--- src/rtl/muldiv_sequencer.sv ---
// Iterative mult/multu/div/divu unit owning the architectural HI/LO registers.
// Latency: busy for WIDTH+1 cycles after the accepting edge; new HI/LO visible WIDTH+2 cycles after start.
// Backpressure: stall = busy && (start || rd_hilo); no start is accepted while busy, EX re-presents it.
module muldiv_sequencer #(
    parameter int WIDTH = 32
) (
    input  logic             clk,
    input  logic             reset,
    input  logic             start,
    input  logic [1:0]       op,
    input  logic [WIDTH-1:0] src_a,
    input  logic [WIDTH-1:0] src_b,
    input  logic             rd_hilo,
    input  logic             hilo_sel,
    output logic [WIDTH-1:0] hilo_out,
    output logic             busy,
    output logic             stall,
    output logic             div_by_zero
);

    localparam int CW = $clog2(WIDTH + 1);

    typedef enum logic [1:0] {IDLE = 2'd0, RUN = 2'd1, FIX = 2'd2} state_t;

    typedef struct packed {
        logic isDiv;
        logic negRes;
        logic negRem;
    } opCtx_t;

    state_t             state;
    state_t             nextState;
    logic [CW-1:0]      counter;
    logic [2*WIDTH-1:0] acc;
    logic [WIDTH-1:0]   operand;
    opCtx_t             ctx;
    logic [WIDTH-1:0]   hiReg;
    logic [WIDTH-1:0]   loReg;

    logic               isSigned;
    logic               aNeg;
    logic               bNeg;
    logic               divZero;
    logic               launch;
    logic [WIDTH-1:0]   aMag;
    logic [WIDTH-1:0]   bMag;

    logic [WIDTH:0]     mulSum;
    logic [WIDTH:0]     divShift;
    logic [WIDTH-1:0]   divDiff;
    logic               divFits;
    logic [2*WIDTH-1:0] stepNext;
    logic [2*WIDTH-1:0] prodFix;
    logic [WIDTH-1:0]   quoFix;
    logic [WIDTH-1:0]   remFix;

    always_comb begin
        isSigned = ~op[0];
        aNeg     = isSigned & src_a[WIDTH-1];
        bNeg     = isSigned & src_b[WIDTH-1];
        aMag     = aNeg ? -src_a : src_a;
        bMag     = bNeg ? -src_b : src_b;
        divZero  = start && (state == IDLE) && op[1] && (src_b == '0);
        launch   = start && (state == IDLE) && !divZero;
    end

    // acc holds {accumulator, multiplier} for mult and {remainder, quotient} for div.
    always_comb begin
        mulSum   = {1'b0, acc[2*WIDTH-1:WIDTH]} + {1'b0, operand};
        divShift = {acc[2*WIDTH-1:WIDTH], acc[WIDTH-1]};
        divFits  = divShift >= {1'b0, operand};
        divDiff  = divShift[WIDTH-1:0] - operand;
        if (ctx.isDiv) begin
            stepNext = divFits ? {divDiff, acc[WIDTH-2:0], 1'b1}
                               : {divShift[WIDTH-1:0], acc[WIDTH-2:0], 1'b0};
        end else begin
            stepNext = acc[0] ? {mulSum, acc[WIDTH-1:1]}
                              : {1'b0, acc[2*WIDTH-1:WIDTH], acc[WIDTH-1:1]};
        end
        prodFix = ctx.negRes ? -acc : acc;
        quoFix  = ctx.negRes ? -acc[WIDTH-1:0] : acc[WIDTH-1:0];
        remFix  = ctx.negRem ? -acc[2*WIDTH-1:WIDTH] : acc[2*WIDTH-1:WIDTH];
    end

    always_ff @(posedge clk or posedge reset) begin
        if (reset) begin
            state <= IDLE;
        end else begin
            state <= nextState;
        end
    end

    always_comb begin
        nextState = state;
        case (state)
            IDLE:    if (launch) nextState = RUN;
            RUN:     if (counter == CW'(1)) nextState = FIX;
            FIX:     nextState = IDLE;
            default: nextState = IDLE;
        endcase
    end

    always_comb begin
        busy     = (state != IDLE);
        stall    = busy && (start || rd_hilo);
        hilo_out = hilo_sel ? hiReg : loReg;
    end

    always_ff @(posedge clk or posedge reset) begin
        if (reset) begin
            counter     <= '0;
            acc         <= '0;
            operand     <= '0;
            ctx         <= '0;
            hiReg       <= '0;
            loReg       <= '0;
            div_by_zero <= 1'b0;
        end else begin
            div_by_zero <= divZero;
            case (state)
                IDLE: begin
                    if (launch) begin
                        counter    <= CW'(WIDTH);
                        ctx.isDiv  <= op[1];
                        ctx.negRes <= aNeg ^ bNeg;
                        ctx.negRem <= op[1] & aNeg;
                        if (op[1]) begin
                            acc     <= {{WIDTH{1'b0}}, aMag};
                            operand <= bMag;
                        end else begin
                            acc     <= {{WIDTH{1'b0}}, bMag};
                            operand <= aMag;
                        end
                    end
                end
                RUN: begin
                    acc     <= stepNext;
                    counter <= counter - CW'(1);
                end
                FIX: begin
                    // HI/LO change only here, in one shot.
                    if (ctx.isDiv) begin
                        loReg <= quoFix;
                        hiReg <= remFix;
                    end else begin
                        hiReg <= prodFix[2*WIDTH-1:WIDTH];
                        loReg <= prodFix[WIDTH-1:0];
                    end
                end
                default: ;
            endcase
        end
    end

endmodule

--- config.mk ---
export PLATFORM = sky130hd
export DESIGN_NAME = muldiv_sequencer
export DESIGN_NICKNAME = d
export VERILOG_FILES = /design/src/rtl/muldiv_sequencer.sv
export SDC_FILE = /design/constraint.sdc
export NUM_CORES = 1
export LEC_CHECK = 0
export ABC_AREA = 0
export CORE_ASPECT_RATIO = 0.6
export CORE_MARGIN = 1.5
export CORE_UTILIZATION = 45
export DETAILED_ROUTE_END_ITERATION = 7
export GPL_TIMING_DRIVEN = 0
export PLACE_DENSITY = 0.73
export SKIP_LAST_GASP = 1
export SLEW_MARGIN = 20
export SYNTH_ARGS = -nofsm -noshare
export SYNTH_HDL_FRONTEND = slang
export SYNTH_SLANG_ARGS = --single-unit
--- constraint.sdc ---
create_clock -name clk -period 8.23 [get_ports clk]
set_input_delay 2.0575 -clock clk [delete_from_list [all_inputs] [get_ports clk]]
set_output_delay 2.0575 -clock clk [all_outputs]
set_load 0.05 [all_outputs]
# Word-level counts from Yosys, hierarchy flattened

Cells that the tools add are included.

Register bits: 172
Latch bits: 0
RAM bits: 0
Memory bits (read-only): 0
Input port bits: 71
Output and inout bits: 35
Logic and storage cells: 63
Memories kept: 0

$add $sub $neg: 8
Multipliers: 0
Div/mod/pow operators: 0
Magnitude comparators: 1
Eq/ne operators: 5
Shift-type cells: 0
Multiplexer cells: 20
Bitwise operators: 5
Reduce and logical (&&, ||, !) cells: 14

Operators by type and width:

| kind                  | count |
|---|---|
| $mux W64              | 5 |
| $mux W32              | 9 |
| $neg A32 Y32          | 4 |
| $pmux W64 S2          | 1 |
| $neg A64 Y64          | 1 |
| $add A32 B32 Y33      | 1 |
| $ge A33 B32 Y1        | 1 |
| $logic_not A32 Y1     | 1 |
| $sub A32 B32 Y32      | 1 |
| $pmux W6 S2           | 1 |
| $eq A6 B1 Y1 const B  | 1 |
| $mux W6               | 1 |
| $reduce_and A2 Y1     | 3 |
| $sub A6 B1 Y6 const B | 1 |
| $logic_and A1 B1 Y1   | 5 |
| $mux W2               | 2 |
| $ne A2 B2 Y1 const B  | 2 |
| $pmux W2 S2           | 1 |
| $reduce_bool A2 Y1    | 2 |
| $and A1 B1 Y1         | 3 |
| $eq A2 B1 Y1 const B  | 1 |
| $eq A2 B2 Y1 const B  | 1 |
| $logic_not A2 Y1      | 1 |
| $logic_not A1 Y1      | 1 |
| 3 further kinds       | 3 |

# Depth between registers and ports, before layout

Depth in word-level cells: 8
Depth in mapped cells: 15
Depth with buffers taken out: 14

# Worst setup path before layout

OpenSTA, ideal clock, no wires.

Path kind: input to output
Start: in hilo_sel
End: out hilo_out[10]
Arrival time: 3.071 ns
Required time: 6.173 ns
Path slack: 3.102 ns
Stages: 3
Path buffers: 2
Cells stage by stage: clkbuf_1 > buf_1 > mux2_2

Cells in the longest elaborated chain, start to end: 1

RTL lines:

| what               | RTL line | text |
|---|---|---|
| start: declaration | 14       | `input logic hilo_sel,` |
| $mux W32           | 106      | `hilo_out = hilo_sel ? hiReg : loReg;` |
| end: declaration   | 15       | `output logic [WIDTH-1:0] hilo_out,` |

Every way passes these cells.

# Worst setup path after layout

Start: in hilo_sel
End: out hilo_out[3]

Same word-level chain as after synthesis.

==> results.md <==
- Outcome: finished, final reports clean
- Worst IR Drop VDD: 0.215 mV
- Die height: 144 um
- Minimum clock period: 6.00 ns
- Crit. End Element: output port
- Clock transition at path regs: 0.07 ns
- Grt ovf: 0
- DRC: 0
- Largest area contributor in the netlist: dfrtp_1
- Final TNS setup: 0 ns
- Max Transition Viols Final: 0
- Critical Path Stages: 4
- Port bufs: 103
- Global-route wire length before repair: 86.1 mm
- PD cells: 483 nW/um2
- Critical path buffers and inverters: 3
- Initial Util: 0.458
- Startpoint types: input port
- Leakage: 7.00 nW
- Worst setup path category: in2out
- Post-cts resize count: 0
- Measured slew at the worst slew-check pin: 1.03 ns
- Post-Synth XOR/XNOR Area: 0.102
- Largest family of logic cells by synthesized area: compound AO/OA/AOI/OAI gates
- Layout cells sized above 1: 0.0639
- Area of the multi-input gates: 9790 um2
- CTS sink count: 172
- Vias: 15200
- Arrival time at the worst endpoint: 3.94 ns
- Final net count: 2119
- Clock skew: 0.0102 ns
- Synth area leaders: dfrtp_1, ha_1, o21ai_0, xnor2_1, nand2_1
- Commonest cells in the netlist: nand2_1, dfrtp_1, o21ai_0
- Met3 WL: 8.06 mm
- Complex-gate fraction of the synthesized area: 0.253
- Final setup violation count: 0
- Fill count: 3055
- Root Driver: clkbuf_16
- Post-CTS setup buffers: 0
- Max Clk Rate: 167 MHz
- Final ANT Viol Nets: 0
- Seq/Total Area, Yosys: 0.290
- DP Wirelength: 47.0 mm
- Final hold viol count: 0
- Placer congestion estimate: 0.970
- Yosys cell types: 81
- Cell Area, Synth: 14900 um2
- Post-Layout Cell Count: 2414
- Placed Instance Area: 16500 um2
- CP Cell Sequence: clkbuf_1, buf_1, mux2_2, clkdlybuf4s50_1
- Final Util: 0.526
- Multiplexer share of the synthesized area: 0.0711
- WL met1: 27.8 mm
- Total GRT Usage: 0.341
- CTS tree: yes
- Hold Crit Depth: 2
- Sequential cell area: 4300 um2
- Net Count, Synth: 1996
- Cell Rows: 51
- Setup WS pre-CTS: 2.25 ns
- Largest net degree at the start of global routing: 93
- 1st-iter DRT viols: 1743
- Critical Path RT: 6.17 ns
- Synth async-reset ratio: 1.00
- Crit share post-route: 0.729
- Syn Area/Cell: 8.02 um2
- Flops & latches, synth: 172
- Drt pass-1 iters: 5
- Initial antenna violation count: 1
- Area delta synth->final: 15.0%
- Finished layout cell area: 17100 um2
- Die Footprint: 34200 um2
- Warnings from Yosys: 0
- Overall Power: 8.26 mW
- Max layer used: met4
- Crit-path max cell delay: 0.71 ns
- Syn Inst Count: 1853
- Most frequent cell after synthesis: nand2_1
- Hold Buf Count CTS: 0
- RSZ-0062 raised after global routing: false
- Max cap viols: 0
- Total Routed Length: 58.7 mm
- Reg2Reg Depth: 12
- Number of synthesized flops with an enable pin: 0
- Vias in the first global route: 13500
- Core Region: 32500 um2
- Detail Route met2 WL: 21.6 mm
- H-tree Lvls: 4
- Worst skew pair latency: 0.46 ns
- Final hold slack: 0.488 ns
- Number of top-level pins: 106
- Crit path max fanout: 10
- Synth top area share: 0.290
- Setup WS post-layout: 2.23 ns
- Max transition margin: 0.309
- Max Root-Sink Buffers: 2
- Slowest stage cell, crit path: clkdlybuf4s50_1
- Worst hold path class: reg2reg
- Crit-path leading delay family: buffers and inverters
- Synthesized-area fraction occupied by adder cells: 0.0616
- Via density: 6.30
- DR WL/cell: 24.3 um
- Die X-Extent: 238 um
- Top FF cell, synth: dfrtp_1
- Num CTS Buffers: 17
- Placed cells: 2381
- Simple-gate portion of the synthesized area: 0.171
## kinds of logic after synthesis
| logic type | count (synthesis) |
|---|---|
| DFF | 172 |
| adders and majority gates | 72 |
| xor gates and xnor gates | 173 |
| and+or+nand+nor | 546 |
| AOI/OAI and AO/OA | 599 |
| buffers and inverters | 191 |
| muxes | 100 |
## registers in the layout, summed over array words and instances (netlist names)
| signal | flops |
|---|---|
| operand | 32 |
| counter | 6 |
| acc | 64 |
| div_by_zero | 1 |
| loReg | 32 |
| state | 2 |
| hiReg | 32 |
| ctx | 3 |
## worst register-to-register path: cells and delay by family (launching register included)
family | cells | cell delay (ns)
compound gates | 3 | 0.51
xor+xnor | 1 | 0.30
fa+ha+maj | 1 | 0.37
buf+inv | 4 | 1.93
flops | 1 | 0.44
simple gates | 3 | 0.96
## path summary, 6_finish.rpt
check,startpoint,endpoint,slack (ns)
max reg2reg,acc[0],hiReg[14],3.58
min,hiReg[0],hiReg[0],0.49
min in group asynchronous,reset,loReg[15],2.13
max in group asynchronous,reset,div_by_zero,5.23
min reg2reg,hiReg[0],hiReg[0],0.49
max,hilo_sel,hilo_out[3],2.23
## cell usage in the layout (no fill, tap or decap), types with 13 or more instances in the layout
cell type          n
nand2_1          215
inv_1             62
xnor2_1           95
dfrtp_1          172
xor2_1            78
o211ai_1          23
nand3_1           23
nor2b_1           22
mux2_2            44
clkbuf_16         17
ha_1              70
nor3_1            38
nor2_1           140
a21o_1            26
o21ai_0          167
and3_1            13
a211oi_1          77
clkbuf_1          98
a31oi_1           17
o31ai_1           20
clkdlybuf4s50_1  103
o21ai_1           21
buf_2             16
nor4_1            19
mux2i_1           56
or3_1             16
a21oi_1          149
## final cells by class
| cell class | count | share of cell area |
|---|---|---|
| diodes | 1 | 0.000146 |
| plain buffers | 127 | 0.0308 |
| clock buffers | 19 | 0.0265 |
| clock inverters | 13 | 0.0103 |
| inverters | 64 | 0.0145 |
| multi-input cells | 1490 | 0.573 |
| flip-flops and latches | 172 | 0.252 |
| well taps | 424 | 0.0310 |
| repair buffers | 104 | 0.0619 |
## power by group
part | switching [mW] | leakage, nW | internal, mW
registers | 0.510 | 2.09 | 1.17
clock network | 0.418 | 0.307 | 0.480
logic | 3.57 | 4.60 | 2.10
total | 4.50 | 7.00 | 3.76
## layer usage
layer	GRT usage	vias to the layer above
met5	0	-
met4	0.0831	0
met3	0.128	73
met2	0.432	883
met1	0.523	7318
li1	-	6945
Power figures use the tool's default switching activity.
